`src/rtl/sliced_adder_sequencer.sv`:
```
// Multi-cycle add/subtract: one SLICE-bit ripple adder slice is stepped across
// WIDTH-bit operands, one slice per clock, with a registered carry between slices.
module sliced_adder_sequencer #(
  parameter int WIDTH = 16,
  parameter int SLICE = 4
) (
  input  logic             clk,
  input  logic             rst_n,
  input  logic             start,
  input  logic             op_sub,
  input  logic [WIDTH-1:0] a,
  input  logic [WIDTH-1:0] b,
  output logic             busy,
  output logic             done,
  output logic [WIDTH-1:0] sum,
  output logic             carryout,
  output logic             overflow
);

  localparam int NSLICE = WIDTH / SLICE;
  localparam int IDXW   = (NSLICE > 1) ? $clog2(NSLICE) : 1;
  localparam logic [IDXW-1:0] LAST_IDX = IDXW'(NSLICE - 1);

  typedef enum logic [1:0] {
    IDLE = 2'd0,
    RUN  = 2'd1,
    DONE = 2'd2
  } state_t;

  state_t            state_q, state_d;
  logic [IDXW-1:0]   idx_q, idx_d;
  logic              carry_q, carry_d;
  logic [WIDTH-1:0]  opa_q, opa_d;
  logic [WIDTH-1:0]  opb_q, opb_d;
  logic [WIDTH-1:0]  acc_q, acc_d;
  logic [WIDTH-1:0]  sum_q, sum_d;
  logic              carryout_q, carryout_d;
  logic              overflow_q, overflow_d;

  logic [SLICE-1:0]  slice_a, slice_b;
  logic [SLICE:0]    slice_res;

  // Operand slice selection by comparing against constants keeps the
  // part-selects static, so the shared slice adder sees a plain mux.
  always_comb begin
    slice_a = '0;
    slice_b = '0;
    for (int i = 0; i < NSLICE; i++) begin
      if (idx_q == IDXW'(i)) begin
        slice_a = opa_q[i*SLICE +: SLICE];
        slice_b = opb_q[i*SLICE +: SLICE];
      end
    end
    slice_res = {1'b0, slice_a} + {1'b0, slice_b} + {{SLICE{1'b0}}, carry_q};
  end

  always_comb begin
    state_d    = state_q;
    idx_d      = idx_q;
    carry_d    = carry_q;
    opa_d      = opa_q;
    opb_d      = opb_q;
    acc_d      = acc_q;
    sum_d      = sum_q;
    carryout_d = carryout_q;
    overflow_d = overflow_q;

    case (state_q)
      IDLE: begin
        if (start) begin
          opa_d   = a;
          opb_d   = op_sub ? ~b : b;
          carry_d = op_sub;
          idx_d   = '0;
          acc_d   = '0;
          state_d = RUN;
        end
      end
      RUN: begin
        for (int i = 0; i < NSLICE; i++) begin
          if (idx_q == IDXW'(i)) begin
            acc_d[i*SLICE +: SLICE] = slice_res[SLICE-1:0];
          end
        end
        carry_d = slice_res[SLICE];
        idx_d   = idx_q + IDXW'(1);
        if (idx_q == LAST_IDX) begin
          // acc_d already holds the final slice, so it is the complete result.
          sum_d      = acc_d;
          carryout_d = slice_res[SLICE];
          overflow_d = (opa_q[WIDTH-1] == opb_q[WIDTH-1]) &&
                       (acc_d[WIDTH-1] != opa_q[WIDTH-1]);
          idx_d      = '0;
          state_d    = DONE;
        end
      end
      DONE: begin
        state_d = IDLE;
      end
      default: begin
        state_d = IDLE;
      end
    endcase
  end

  always_ff @(posedge clk or negedge rst_n) begin
    if (!rst_n) begin
      state_q    <= IDLE;
      idx_q      <= '0;
      carry_q    <= 1'b0;
      opa_q      <= '0;
      opb_q      <= '0;
      acc_q      <= '0;
      sum_q      <= '0;
      carryout_q <= 1'b0;
      overflow_q <= 1'b0;
    end else begin
      state_q    <= state_d;
      idx_q      <= idx_d;
      carry_q    <= carry_d;
      opa_q      <= opa_d;
      opb_q      <= opb_d;
      acc_q      <= acc_d;
      sum_q      <= sum_d;
      carryout_q <= carryout_d;
      overflow_q <= overflow_d;
    end
  end

  assign busy     = (state_q == RUN);
  assign done     = (state_q == DONE);
  assign sum      = sum_q;
  assign carryout = carryout_q;
  assign overflow = overflow_q;

endmodule

```
`config.mk`:
```
export PLATFORM = sky130hd
export DESIGN_NAME = sliced_adder_sequencer
export DESIGN_NICKNAME = d
export VERILOG_FILES = /design/src/rtl/sliced_adder_sequencer.sv
export SDC_FILE = /design/constraint.sdc
export NUM_CORES = 1
export LEC_CHECK = 0
export ABC_AREA = 1
export BUFFER_PORTS_ARGS = -buffer_cell sky130_fd_sc_hd__buf_2
export CAP_MARGIN = 20
export CORE_UTILIZATION = 60
export DETAILED_ROUTE_END_ITERATION = 10
export PLACE_DENSITY = 0.92
export REMOVE_ABC_BUFFERS = 1
export SLEW_MARGIN = 20
export SYNTH_ARGS = -nofsm -noshare
export SYNTH_HDL_FRONTEND = slang
export SYNTH_SLANG_ARGS = --single-unit
```
`constraint.sdc`:
```
create_clock -name clk -period 6.65 [get_ports clk]
set_clock_uncertainty 0.1 [all_clocks]
set_input_delay 0.3325 -clock clk [delete_from_list [all_inputs] [get_ports clk]]
set_output_delay 0.3325 -clock clk [all_outputs]
set_load 0.02 [all_outputs]
```
After elaboration in Yosys (flattened, before gate mapping)
Cells that the tools add are included.
- register bits after elaboration: 71
- logic and storage cells: 54
- output and inout port bits: 20
- input bits: 36
- bitwise gates (word level): 1
- mux-type cells: 24
- equality and inequality tests: 9
- $add $sub $neg: 3
- reductions and logical operators: 8
- operator list (cell ; count):
    2-to-1 mux 4 bit ; 13
    2-to-1 mux 16 bit ; 2
    case mux 16 bit (2 select lines) ; 1
    NOT 16 bit ; 1
    2-to-1 mux 2 bit ; 4
    case mux 2 bit (2 select lines) ; 2
    AND reduction 2 bit ; 4
    equality test 2 bit (second input constant) ; 3
    adder 4 x 4 -> 5 bit ; 1
    adder 5 x 1 -> 5 bit ; 1
    equality test 2 x 1 -> 1 bit (second input constant) ; 2
    zero test 2 bit ; 2
    adder 2 x 1 -> 2 bit (second input constant) ; 1
    != test 2 x 1 -> 1 bit (second input constant) ; 1
    != test 2 bit (second input constant) ; 1
    case mux 1 bit (2 select lines) ; 1
    nonzero test 2 bit ; 1
    equality test 1 bit ; 1
    logical AND 1 bit ; 1
    2-to-1 mux 1 bit ; 1
    != test 1 bit ; 1

Logic depth before layout (Yosys ltp)
Gate-level depths: netlist of run 1.
- depth in word-level cells: 11
- mapped depth: 18
- gate-level depth less buffers: 18

Least setup slack after synthesis of run 1
No wires, ideal clock.
- path type: reg-to-reg
- from: reg idx_q[0]
- to: reg acc_q[9]
- cell stages (with the launch flop): 15
- data arrival time: 2.517 ns
- setup time: 0.137 ns
- path slack: 3.896 ns
- data required time: 6.413 ns
- clock period less this slack: 2.754 ns
- path buffers: 0
- cells stage by stage: dfrtp_1 > inv_1 > ha_1 > inv_1 > nor2_2 > a22oi_1 > o21ai_0 > o21ai_0 > fa_1 > inv_1 > fa_1 > nand2_1 > o21ai_0 > inv_1 > o22ai_1
- longest elaborated chain between the ends: 9
- elaborated cells between the ends (all ways): 16
- classes of those cells: add/sub (2); eq/ne (3); mux (10); reduce/logical (1)
- ends and longest elaborated chain (element ; RTL line ; text):
    start, declared ; 31 ; logic [IDXW-1:0] idx_q, idx_d;
    start signal, assigned ; 119 ; idx_q <= idx_d;
    zero test 2 bit ; 49 ; if (idx_q == IDXW'(i)) begin
    2-to-1 mux 4 bit (4 in a row) ; 49 ;
    adder 4 x 4 -> 5 bit ; 54 ; slice_res = {1'b0, slice_a} + {1'b0, slice_b} + {{SLICE{1'b0}}, carry_q};
    adder 5 x 1 -> 5 bit ; 54 ;
    2-to-1 mux 4 bit (*) ; 81 ; if (idx_q == IDXW'(i)) begin
    case mux 16 bit (2 select lines) (*) ; 68 ; case (state_q)
    end signal, assigned ; 113 ; acc_q <= '0;
    end signal, assigned ; 123 ; acc_q <= acc_d;
    end, declared ; 35 ; logic [WIDTH-1:0] acc_q, acc_d;
Mark *: on every way between the ends. The rest lies on a longest branch, timed or not.
A chain may end at the register's enable or synchronous reset.

Worst setup path after layout of run 1
- from: reg idx_q[1]
- to: reg acc_q[2]
- longest elaborated chain between the ends: 9
- elaborated cells between the ends (all ways): 16
- classes of those cells: add/sub (2); eq/ne (3); mux (10); reduce/logical (1)
- ends and longest elaborated chain (element ; RTL line):
    zero test 2 bit ; 49, 81
    2-to-1 mux 4 bit (4 in a row) ; 49
    adder 4 x 4 -> 5 bit ; 54
    adder 5 x 1 -> 5 bit ; 54
    2-to-1 mux 4 bit (*) ; 81
    case mux 16 bit (2 select lines) (*) ; 68
Marked as above.

==> results of run 1 <==
[stage by stage]
step / setup WS, ps / instance area, sq um / hold slack, ps / cells / utilization, %
finish: 3262 / 3720 / 74.93 / 508 / 71.92
global route: 2846 / 3720 / 83.34 / 508 / 71.92
CTS: 3251 / 3720 / 72.53 / 508 / 71.92
detailed placement: 3310 / 3551 / 358.7 / 493 / 68.65
global placement: 3500 / 3551 / 354.0 / 493 / 68.65
floorplan: 3823 / 3173 / -63.09 / 366 / -
[sequential cells by signal, summed over array words and instances, names as in the netlist]
register	count
opa_q	16
opb_q	16
sum	16
acc_q	13
idx_q	2
state_q	2
carry_q	1
carryout	1
overflow	1
[synthesized netlist by cell type, drive strengths merged]
library cell / instances
a21oi: 13
a22o: 1
a22oi: 4
buf: 11
clkbuf: 6
clkinv: 2
dfrtp: 68
fa: 2
ha: 7
inv: 23
nand2: 138
nand3: 15
nor2: 11
o211ai: 2
o21ai: 53
o21bai: 1
o22ai: 4
or2: 5
xnor2: 17
[area by class of cell]
cell class	count	area [sq um]
inverters	25	93.84
multi-input cells	273	1378
clock inverters	2	10.01
fillers	406	1453
repair buffers	57	290.3
well taps	70	87.58
flip-flops and latches	68	1702
clock buffers	13	158.9
[worst paths after layout]
kind,cells after the start,startpoint,end
max,15,idx_q[1]$_DFFE_PN0P_,acc_q[2]$_DFFE_PN0P_
min,2,rst_n,sum[0]$_DFFE_PN0P_
max reg2reg,15,idx_q[1]$_DFFE_PN0P_,acc_q[2]$_DFFE_PN0P_
min reg2reg,2,sum[13]$_DFFE_PN0P_,sum[13]$_DFFE_PN0P_
max in group asynchronous,2,rst_n,opa_q[2]$_DFFE_PN0P_
min in group clk,3,a[13],opa_q[13]$_DFFE_PN0P_
[layer usage]
layer / vias to the layer above / track usage, % / wire length (um)
met5: - / 0 / 0
met4: 0 / 15.84 / 202
met3: 18 / 5.291 / 303
met2: 98 / 43.95 / 3333
met1: 1249 / 34.78 / 3006
li1: 1337 / - / -
[cells by family after synthesis]
logic type               count (synthesis)  synth area share [%]
AND/OR/NAND/NOR                        169                 20.98
flip-flops                              68                 52.17
buffers and inverters                   42                 5.600
AO/OA/AOI/OAI                           78                 12.77
adder cells (fa/ha/maj)                  9                 3.912
XOR/XNOR                                17                 4.565
[power groups by stage]
stage	registers [mW]	logic (mW)	clock network [mW]
after floorplan	0.753	0.726	0
after global placement	0.715	1.01	0
after detailed placement	0.723	1.06	0
after CTS	0.718	1.08	0.300
after global routing	0.740	1.23	0.322
final	0.721	1.08	0.300
[critical path, delay by kind of cell, from the launching register on]
kind	cells	cell delay (ps)
adder cells (fa/ha/maj)	3	1150
flip-flops	1	400
XOR/XNOR	1	360
AND/OR/NAND/NOR	4	390
buffers and inverters	2	160
AO/OA/AOI/OAI	5	650
==> metrics.txt, run 1 <==
# TYPE chip_impl_metric gauge
chip_impl_info{name="outcome",value="finished, final reports clean"} 1
chip_impl_metric{name="max-slew-margin-rel",unit="%"} 45.17
chip_impl_metric{name="power.ir.vdd_worst",unit="mV"} 0.2499
chip_impl_metric{name="drc_errors",unit=""} 0
chip_impl_metric{name="io_pins",unit=""} 56
chip_impl_metric{name="synth_largest_type_area_fraction",unit="%"} 52.17
chip_impl_metric{name="avgRoutedWirePerCell",unit="um"} 13.48
chip_impl_metric{name="core_region_area",unit="sq mm"} 0.005172
chip_impl_metric{name="power_density",unit="mW/mm^2"} 563.9
chip_impl_metric{name="path_max_fanout",unit=""} 17
chip_impl_info{name="layout_common_cells",value="nand2_1, dfrtp_1, buf_2, o21ai_0, inv_1"} 1
chip_impl_info{name="endpoint_kind",value="flop"} 1
chip_impl_info{name="timing.critical_path.mode_cell",value="o21ai_0"} 1
chip_impl_metric{name="power.combinational.fraction",unit="%"} 51.4
chip_impl_metric{name="avgSynthCellArea",unit="sq um"} 8.517
chip_impl_metric{name="total_leakage_power",unit="nW"} 1.922
chip_impl_metric{name="ys_seq_area_share",unit="%"} 52.17
chip_impl_metric{name="clockBufferDepth",unit=""} 2
chip_impl_metric{name="dp_hpwl",unit="um"} 4679
chip_impl_metric{name="timing.reg2reg.setup_slack",unit="ps"} 3260
chip_impl_info{name="rsz0062_at_grt",value="no"} 1
chip_impl_metric{name="synthesis.yosys.warnings",unit=""} 0
chip_impl_metric{name="detail-route-antenna-nets",unit=""} 0
chip_impl_metric{name="placementRows",unit=""} 26
chip_impl_metric{name="initial_utilization",unit="%"} 63.06
chip_impl_metric{name="postCtsSetupRepairBufs",unit=""} 0
chip_impl_metric{name="syn_to_final_growth",unit="%"} 14.04
chip_impl_metric{name="initialDrtViolationCount",unit=""} 149
chip_impl_metric{name="grt_pass1_vias",unit=""} 2443
chip_impl_metric{name="tns",unit="ps"} 0
chip_impl_metric{name="finish.net_count",unit=""} 479
chip_impl_metric{name="die_x",unit="um"} 75.73
chip_impl_info{name="cell_taking_the_most_area_after_synthesis",value="dfrtp_1"} 1
chip_impl_metric{name="drive_gt1_share",unit="%"} 17.81
chip_impl_metric{name="power_switching_share",unit="%"} 46.10
chip_impl_metric{name="grt_antenna_before_repair",unit=""} 0
chip_impl_metric{name="synth.lib_cells_used.distinct",unit=""} 26
chip_impl_metric{name="report.final.setup_viol",unit=""} 0
chip_impl_info{name="cts_tree",value="done"} 1
chip_impl_info{name="mostFrequentLayoutCell",value="nand2_1"} 1
chip_impl_metric{name="firstDrtPassIters",unit=""} 4
chip_impl_metric{name="groute.usage.overall",unit="%"} 27.37
chip_impl_metric{name="syn_area",unit="sq mm"} 0.003262
chip_impl_metric{name="global_route_wire_length_before_repair",unit="um"} 11270
chip_impl_metric{name="ys_seq_elements",unit=""} 68
chip_impl_metric{name="drt-total-wl",unit="um"} 6846
chip_impl_metric{name="max_stage_delay",unit="ps"} 550
chip_impl_metric{name="grt_max_degree",unit=""} 69
chip_impl_metric{name="pin_slew_with_the_least_headroom_to_its_limit",unit="ps"} 822.5
chip_impl_metric{name="power.total",unit="mW"} 2.098
chip_impl_metric{name="cts.hold.buffers_added",unit=""} 0
chip_impl_metric{name="via_count",unit=""} 2702
chip_impl_info{name="cp-start-kind",value="flop"} 1
chip_impl_metric{name="floorplan.die_area",unit="sq mm"} 0.005735
chip_impl_metric{name="power.share.sequential",unit="%"} 34.4
chip_impl_metric{name="cts_inserted_buffers",unit=""} 9
chip_impl_info{name="min-delay-path-class",value="input port to async pin"} 1
chip_impl_metric{name="layout_worst_path_cycle_share",unit="%"} 50.94
chip_impl_metric{name="cts.repair.resized",unit=""} 0
chip_impl_metric{name="die_h",unit="um"} 75.73
chip_impl_metric{name="h_tree_level_count",unit=""} 3
chip_impl_metric{name="top_achievable_clock_speed",unit="MHz"} 295.2
chip_impl_metric{name="cp_data_arrival_time",unit="ps"} 3480
chip_impl_metric{name="worst-endpoint-required",unit="ps"} 6740
chip_impl_metric{name="vias_per_cell",unit=""} 5.319
chip_impl_metric{name="gr-total-overflow",unit=""} 0
chip_impl_metric{name="worst_setup_hold_path_clk_slew",unit="ps"} 70
chip_impl_metric{name="final.min_clock_period",unit="ps"} 3388
chip_impl_info{name="path_cells",value="inv_1, ha_1, nor2_2, a22oi_1, nand2_1, o21ai_0, nand2_1, o21ai_0, fa_1, inv_1, fa_1, xnor2_1, nand2_1, o21ai_0, o21ai_0"} 1
chip_impl_metric{name="cts_sinks",unit=""} 68
chip_impl_metric{name="drv_cap",unit=""} 0
chip_impl_info{name="synth.area.top_cells",value="dfrtp_1, nand2_1, o21ai_0, xnor2_1, ha_1"} 1
chip_impl_metric{name="synthCells",unit=""} 383
chip_impl_metric{name="place.gp.congestion",unit=""} 0.8927
chip_impl_metric{name="port-buffer-count",unit=""} 55
chip_impl_info{name="cts_root_buf",value="clkbuf_8"} 1
chip_impl_metric{name="switching_power",unit="mW"} 0.9670
chip_impl_metric{name="power.clock.fraction",unit="%"} 14.3
chip_impl_metric{name="antenna_cells_inserted",unit=""} 0
chip_impl_metric{name="max_slew_violation_count",unit=""} 0
chip_impl_metric{name="insertion_delay",unit="ps"} 350
chip_impl_metric{name="internal_power",unit="mW"} 1.131
chip_impl_info{name="critical-path-slowest-cell",value="ha_1"} 1
chip_impl_info{name="timing.setup.critical_path_class",value="flop to flop"} 1
chip_impl_metric{name="report.final.hold_viol_count",unit=""} 0
Power figures use the tool's default switching activity.
==> run 2: changes to the inputs <==
CORE_UTILIZATION = 50   (was 60)
PLACE_DENSITY = 0.82   (was 0.92)
clock period = 3.06 ns   (was 6.65 ns; I/O delays follow)
==> run 2 against run 1 <==
Non-clock buffer count up 32. Worst setup slack worse by 3100 ps. Maximum frequency up 19%. Clock power up 100%. Hold slack worse by 73 ps. Sequential cell count unchanged. Wire length up 6.0%. Global-route usage down 3.7 points. Design area up 8.8%. First-iteration DRC count down 6.0%. Critical path type unchanged.
==> metrics.txt, run 2 (synthesized netlist as in run 1, its figures left out) <==
# TYPE chip_impl_metric gauge
chip_impl_info{name="outcome",value="finished, final reports clean"} 1
chip_impl_metric{name="initialDrtViolationCount",unit=""} 140
chip_impl_info{name="layout_common_cells",value="nand2_1, dfrtp_1, buf_2, o21ai_0, dlygate4sd3_1"} 1
chip_impl_metric{name="h_tree_level_count",unit=""} 3
chip_impl_metric{name="drv_cap",unit=""} 0
chip_impl_metric{name="die_x",unit="um"} 82.77
chip_impl_metric{name="die_h",unit="um"} 82.77
chip_impl_metric{name="register_area",unit="sq mm"} 0.001702
chip_impl_metric{name="global_route_wire_length_before_repair",unit="um"} 11980
chip_impl_metric{name="power.clock.fraction",unit="%"} 12.9
chip_impl_metric{name="cp_data_arrival_time",unit="ps"} 2960
chip_impl_metric{name="core_region_area",unit="sq mm"} 0.006314
chip_impl_info{name="endpoint_kind",value="flop"} 1
chip_impl_metric{name="internal_power",unit="mW"} 2.540
chip_impl_metric{name="tns",unit="ps"} 0
chip_impl_metric{name="grt_pass1_vias",unit=""} 2707
chip_impl_metric{name="multi_input_area",unit="sq mm"} 0.001408
chip_impl_metric{name="grt_max_degree",unit=""} 46
chip_impl_metric{name="finish.net_count",unit=""} 511
chip_impl_metric{name="syn_to_final_growth",unit="%"} 24.13
chip_impl_metric{name="switching_power",unit="mW"} 2.131
chip_impl_metric{name="total_leakage_power",unit="nW"} 2.052
chip_impl_metric{name="place.gp.congestion",unit=""} 0.8666
chip_impl_metric{name="floorplan.die_area",unit="sq mm"} 0.006851
chip_impl_metric{name="dp_hpwl",unit="um"} 4871
chip_impl_info{name="cts_root_buf",value="clkbuf_8"} 1
chip_impl_metric{name="max_slew_violation_count",unit=""} 0
chip_impl_metric{name="max-slew-margin-rel",unit="%"} 59.19
chip_impl_metric{name="power_density",unit="mW/mm^2"} 1154
chip_impl_metric{name="power.share.sequential",unit="%"} 33.3
chip_impl_metric{name="layout_worst_path_cycle_share",unit="%"} 93.32
chip_impl_metric{name="top_achievable_clock_speed",unit="MHz"} 350.2
chip_impl_metric{name="vias_per_cell",unit=""} 5.154
chip_impl_metric{name="fillers",unit=""} 541
chip_impl_metric{name="drc_errors",unit=""} 0
chip_impl_info{name="cp-start-kind",value="flop"} 1
chip_impl_info{name="mostFrequentLayoutCell",value="nand2_1"} 1
chip_impl_metric{name="path_max_fanout",unit=""} 7
chip_impl_metric{name="grt_antenna_before_repair",unit=""} 0
chip_impl_metric{name="initial_utilization",unit="%"} 51.66
chip_impl_metric{name="report.final.setup_viol",unit=""} 0
chip_impl_metric{name="io_pins",unit=""} 56
chip_impl_metric{name="groute.usage.overall",unit="%"} 23.68
chip_impl_metric{name="drt-total-wl",unit="um"} 7255
chip_impl_metric{name="cts_sinks",unit=""} 68
chip_impl_metric{name="cts_inserted_buffers",unit=""} 9
chip_impl_metric{name="firstDrtPassIters",unit=""} 4
chip_impl_metric{name="power_switching_share",unit="%"} 45.62
chip_impl_metric{name="gr-total-overflow",unit=""} 0
chip_impl_info{name="cts_tree",value="done"} 1
chip_impl_metric{name="via_count",unit=""} 2819
chip_impl_metric{name="insertion_delay",unit="ps"} 340
chip_impl_metric{name="avgRoutedWirePerCell",unit="um"} 13.26
chip_impl_metric{name="pin_slew_with_the_least_headroom_to_its_limit",unit="ps"} 610.7
chip_impl_metric{name="worst_setup_hold_path_clk_slew",unit="ps"} 70
chip_impl_metric{name="worst-endpoint-required",unit="ps"} 3160
chip_impl_metric{name="clockBufferDepth",unit=""} 2
chip_impl_metric{name="power.combinational.fraction",unit="%"} 53.7
chip_impl_metric{name="placementRows",unit=""} 29
chip_impl_info{name="min-delay-path-class",value="input port to flop"} 1
chip_impl_metric{name="report.final.hold_viol_count",unit=""} 0
chip_impl_metric{name="drive_gt1_share",unit="%"} 19.15
chip_impl_metric{name="final_core_density",unit="%"} 64.13
chip_impl_metric{name="power.total",unit="mW"} 4.671
chip_impl_metric{name="final.min_clock_period",unit="ps"} 2856
chip_impl_metric{name="port-buffer-count",unit=""} 55
chip_impl_info{name="timing.setup.critical_path_class",value="flop to flop"} 1
chip_impl_metric{name="detail-route-antenna-nets",unit=""} 0
chip_impl_metric{name="power.ir.vdd_worst",unit="mV"} 0.5702
chip_impl_metric{name="antenna_cells_inserted",unit=""} 0
-- run 2: worst paths after layout --
kind | from | endpoint | slack [ps] | cells past startpoint
max | idx_q[0]$_DFFE_PN0P_ | acc_q[1]$_DFFE_PN0P_ | 200 | 16
min reg2reg | acc_q[11]$_DFFE_PN0P_ | acc_q[11]$_DFFE_PN0P_ | 380 | 2
max reg2reg | idx_q[0]$_DFFE_PN0P_ | acc_q[1]$_DFFE_PN0P_ | 200 | 16
min in group asynchronous | rst_n | sum[2]$_DFFE_PN0P_ | 210 | 2
max in group asynchronous | rst_n | opa_q[1]$_DFFE_PN0P_ | 1690 | 3
min | b[9] | opb_q[9]$_DFFE_PN0P_ | 2 | 3
-- run 2: layer usage --
metal  wire length [um]  global-route usage, %
met1               3223                  29.71
met2               3562                  38.85
met5                  0                      0
met3                292                  4.809
met4                177                  11.90
-- run 2: final cells by class --
cell class	count	area share, %
well taps	77	2.379
clock inverters	3	0.3708
clock buffers	12	3.337
inverters	25	2.410
repair buffers	89	14.71
multi-input cells	273	34.77
flip-flops and latches	68	42.03
-- run 2: what timing repair did --
item	4_1_cts	5_1_grt
hold buffers	26	0
resized for setup	0	10
buffers inserted	0	1
hold endpoints to repair	48	0
setup endpoints to repair	0	25
-- run 2: worst max-delay path: stages, from the launching register on --
cell and delay [ps]:
dfrtp_1 420, inv_2 120, ha_4 170, inv_1 80, nor2_4 160, a22oi_1 90, nand2_1 60, o21ai_0 80
nand2_1 60, o21ai_0 100, fa_1 380, inv_1 100, fa_2 480, nand2_1 90, o21ai_0 90, inv_1 80
o22ai_1 60
-- run 2: power groups by stage --
| stage | sequential (mW) | combinational (mW) | clock [mW] |
|---|---|---|---|
| 6_report | 1.56 | 2.51 | 0.604 |
| 3_3_place_gp | 1.55 | 2.27 | 0 |
| 2_1_floorplan | 1.64 | 1.58 | 0 |
| 4_1_cts | 1.55 | 2.40 | 0.617 |
| 3_5_place_dp | 1.57 | 2.36 | 0 |
| 5_1_grt | 1.61 | 2.86 | 0.645 |
-- run 2: per-stage QoR --
step	instances	instance area [sq um]	setup slack (ps)	hold WS, ps
after floorplan	366	3173	232.7	-242.6
after global placement	505	3597	94.90	48.98
after detailed placement	505	3597	17.62	60.77
after CTS	546	4008	8.623	2.294
after global routing	547	4049	-33.99	7.596
final	547	4049	204.4	2.040
==> run 3: changes to the inputs <==
PLACE_DENSITY = 0.84   (was 0.82)
==> run 3 against run 2 <==
Register-to-register slack lost 40 ps. Sequential cell count is the same. Sequential power is essentially flat. Non-clock buffer count is the same. Via count is essentially flat. Clock-buffer cell count shrank 2.
==> metrics.txt, run 3 (synthesized netlist as in run 1, its figures left out) <==
# TYPE chip_impl_metric gauge
chip_impl_info{name="hp-start",value="b[5]"} 1
chip_impl_metric{name="cp_data_arrival_time",unit="ps"} 3000
chip_impl_info{name="cts_root_buf",value="clkbuf_8"} 1
chip_impl_metric{name="grt_max_degree",unit=""} 48
chip_impl_metric{name="worst_setup_hold_path_clk_slew",unit="ps"} 80
chip_impl_info{name="r2r_start",value="idx_q[0]$_DFFE_PN0P_"} 1
chip_impl_info{name="min-delay-path-class",value="input port to flop"} 1
chip_impl_metric{name="drc_errors",unit=""} 0
chip_impl_metric{name="layout_worst_path_cycle_share",unit="%"} 94.62
chip_impl_metric{name="hold-path-cell-count",unit=""} 3
chip_impl_metric{name="detail-route-antenna-nets",unit=""} 0
chip_impl_metric{name="clockBufferDepth",unit=""} 2
chip_impl_info{name="rsz0062_at_grt",value="yes"} 1
chip_impl_info{name="layout_common_cells",value="nand2_1, dfrtp_1, buf_2, o21ai_0, dlygate4sd3_1"} 1
chip_impl_metric{name="finish.net_count",unit=""} 511
chip_impl_metric{name="grt_pass1_vias",unit=""} 2740
chip_impl_info{name="cts_tree",value="done"} 1
chip_impl_metric{name="drt-total-wl",unit="um"} 7444
chip_impl_metric{name="gr-total-overflow",unit=""} 0
chip_impl_metric{name="groute.usage.overall",unit="%"} 24.60
chip_impl_metric{name="path_max_fanout",unit=""} 14
chip_impl_metric{name="dp_cells",unit=""} 505
chip_impl_metric{name="met1_usage",unit="%"} 29.51
chip_impl_metric{name="timing.reg2reg.setup_slack",unit="ps"} 160
chip_impl_metric{name="initialDrtViolationCount",unit=""} 209
chip_impl_metric{name="post-route-worst-setup-slack",unit="ps"} 164.5
chip_impl_metric{name="core_region_area",unit="sq mm"} 0.006314
chip_impl_metric{name="grt_antenna_before_repair",unit=""} 0
chip_impl_metric{name="antenna_cells_inserted",unit=""} 0
chip_impl_metric{name="placementRows",unit=""} 29
chip_impl_info{name="mostFrequentLayoutCell",value="nand2_1"} 1
chip_impl_metric{name="cts_sinks",unit=""} 68
chip_impl_metric{name="global_route_wire_length_before_repair",unit="um"} 12230
chip_impl_metric{name="max_slew_violation_count",unit=""} 0
chip_impl_metric{name="final.min_clock_period",unit="ps"} 2895
chip_impl_metric{name="place.gp.congestion",unit=""} 0.8721
chip_impl_metric{name="report.final.hold_viol_count",unit=""} 0
chip_impl_metric{name="finalNonFillerCells",unit=""} 548
chip_impl_metric{name="power.total",unit="mW"} 4.796
chip_impl_metric{name="via_count",unit=""} 2818
chip_impl_metric{name="drive_gt1_share",unit="%"} 20.38
chip_impl_metric{name="max-slew-margin-rel",unit="%"} 62.94
chip_impl_metric{name="cts_inserted_buffers",unit=""} 9
chip_impl_metric{name="io_pins",unit=""} 56
chip_impl_metric{name="fillers",unit=""} 523
chip_impl_info{name="endpoint_kind",value="flop"} 1
chip_impl_metric{name="avgRoutedWirePerCell",unit="um"} 13.58
chip_impl_metric{name="port-buffer-count",unit=""} 55
chip_impl_metric{name="pin_slew_with_the_least_headroom_to_its_limit",unit="ps"} 554.6
chip_impl_metric{name="syn_to_final_growth",unit="%"} 25.05
chip_impl_metric{name="r2r.worst_path.cells",unit=""} 13
chip_impl_info{name="crit-reg2reg-capture",value="acc_q[2]$_DFFE_PN0P_"} 1
chip_impl_metric{name="insertion_delay",unit="ps"} 360
chip_impl_info{name="timing.setup.critical_path_class",value="flop to flop"} 1
chip_impl_metric{name="power_density",unit="mW/mm^2"} 1176
chip_impl_info{name="grt-busiest-layer",value="met2"} 1
chip_impl_info{name="cp-start-kind",value="flop"} 1
chip_impl_info{name="outcome",value="finished, final reports clean"} 1
chip_impl_metric{name="grt_use_met3",unit="%"} 7.213
chip_impl_metric{name="total_leakage_power",unit="nW"} 2.069
chip_impl_metric{name="dp_hpwl",unit="um"} 4893
chip_impl_metric{name="power.ir.vdd_worst",unit="mV"} 0.5150
chip_impl_metric{name="place_ws",unit="ps"} 85.37
chip_impl_metric{name="die_x",unit="um"} 82.77
chip_impl_metric{name="initial_utilization",unit="%"} 51.66
chip_impl_metric{name="fin_hold_ws",unit="ps"} 2.141
chip_impl_metric{name="report.final.setup_viol",unit=""} 0
chip_impl_metric{name="worst-endpoint-required",unit="ps"} 3170
chip_impl_metric{name="top_achievable_clock_speed",unit="MHz"} 345.4
chip_impl_metric{name="h_tree_level_count",unit=""} 3
chip_impl_metric{name="grtUsageMet2",unit="%"} 41.97
chip_impl_metric{name="floorplan.die_area",unit="sq mm"} 0.006851
chip_impl_metric{name="vias_per_cell",unit=""} 5.142
chip_impl_metric{name="firstDrtPassIters",unit=""} 5
chip_impl_metric{name="die_h",unit="um"} 82.77
chip_impl_metric{name="post_dp_area",unit="sq mm"} 0.003597
chip_impl_metric{name="drv_cap",unit=""} 0
chip_impl_metric{name="final_area",unit="sq mm"} 0.004079
chip_impl_info{name="hold-path-endpoint",value="opb_q[5]$_DFFE_PN0P_"} 1
-- run 3: changes by cell type in the layout (fill, tap and decap cells not counted), sizes merged --
cell         previous run  this run
buf                    63        64
bufinv                  0         1
clkbuf                 12        10
clkinv                  4         6
dlygate4sd3            26        25
-- run 3: through the flow --
step	setup TNS, ps	util (%)
after floorplan	0	-
after global placement	0	56.98
after detailed placement	0	56.98
after CTS	0	63.83
after global routing	-62.27	64.61
final	0	64.61
-- run 3: how the worst max path moves through the flow --
| stage | from | end | slack (ps) | cells past startpoint |
|---|---|---|---|---|
| floorplan | idx_q[0]$_DFFE_PN0P_ | acc_q[9]$_DFFE_PN0P_ | 230 | 14 |
| finish | idx_q[0]$_DFFE_PN0P_ | acc_q[2]$_DFFE_PN0P_ | 160 | 13 |
| detailed placement | idx_q[0]$_DFFE_PN0P_ | acc_q[10]$_DFFE_PN0P_ | 90 | 16 |
| global placement | idx_q[0]$_DFFE_PN0P_ | acc_q[2]$_DFFE_PN0P_ | 170 | 16 |
| global route | idx_q[0]$_DFFE_PN0P_ | acc_q[2]$_DFFE_PN0P_ | -30 | 16 |
| CTS | idx_q[0]$_DFFE_PN0P_ | sum[1]$_DFFE_PN0P_ | 30 | 14 |
-- run 3: area by class of cell --
class | instances | area, sq um | area share, %
Sequential cell | 68 | 1702 | 41.72
Inverter | 25 | 97.59 | 2.393
Timing Repair Buffer | 89 | 595.6 | 14.60
Tap cell | 77 | 96.34 | 2.362
Clock buffer | 10 | 127.6 | 3.129
Clock inverter | 6 | 55.05 | 1.350
Multi-Input combinational cell | 273 | 1405 | 34.45
-- run 3: timing repair --
| action | 4_1_cts | 5_1_grt |
|---|---|---|
| hold buffers | 25 | 0 |
| setup endpoints to repair | 0 | 22 |
| resized for setup | 0 | 11 |
| setup buffers | 0 | 2 |
| hold endpoints to repair | 66 | 0 |
-- run 3: layer usage --
layer | share of wire [%] | vias to the layer above
met2 | 50 | 80
met3 | 4.8 | 16
met1 | 43 | 1325
met4 | 2.3 | 0
li1 | - | 1397
met5 | 0 | -
-- run 3: where the power goes --
part / internal [mW] / switching, mW
sequential: 1.32 / 0.241
clock: 0.369 / 0.340
combinational: 0.937 / 1.59
total: 2.63 / 2.17
-- run 3: critical path: stages (launching register included) --
cell and delay (ps):
dfrtp_1 400, inv_2 80, ha_1 240, buf_4 200, a21oi_1 160, o21ai_0 100, o21ai_0 140, fa_2 260
inv_2 50, fa_2 410, xnor2_2 260, nand2_1 80, o21ai_0 130, o21ai_0 130
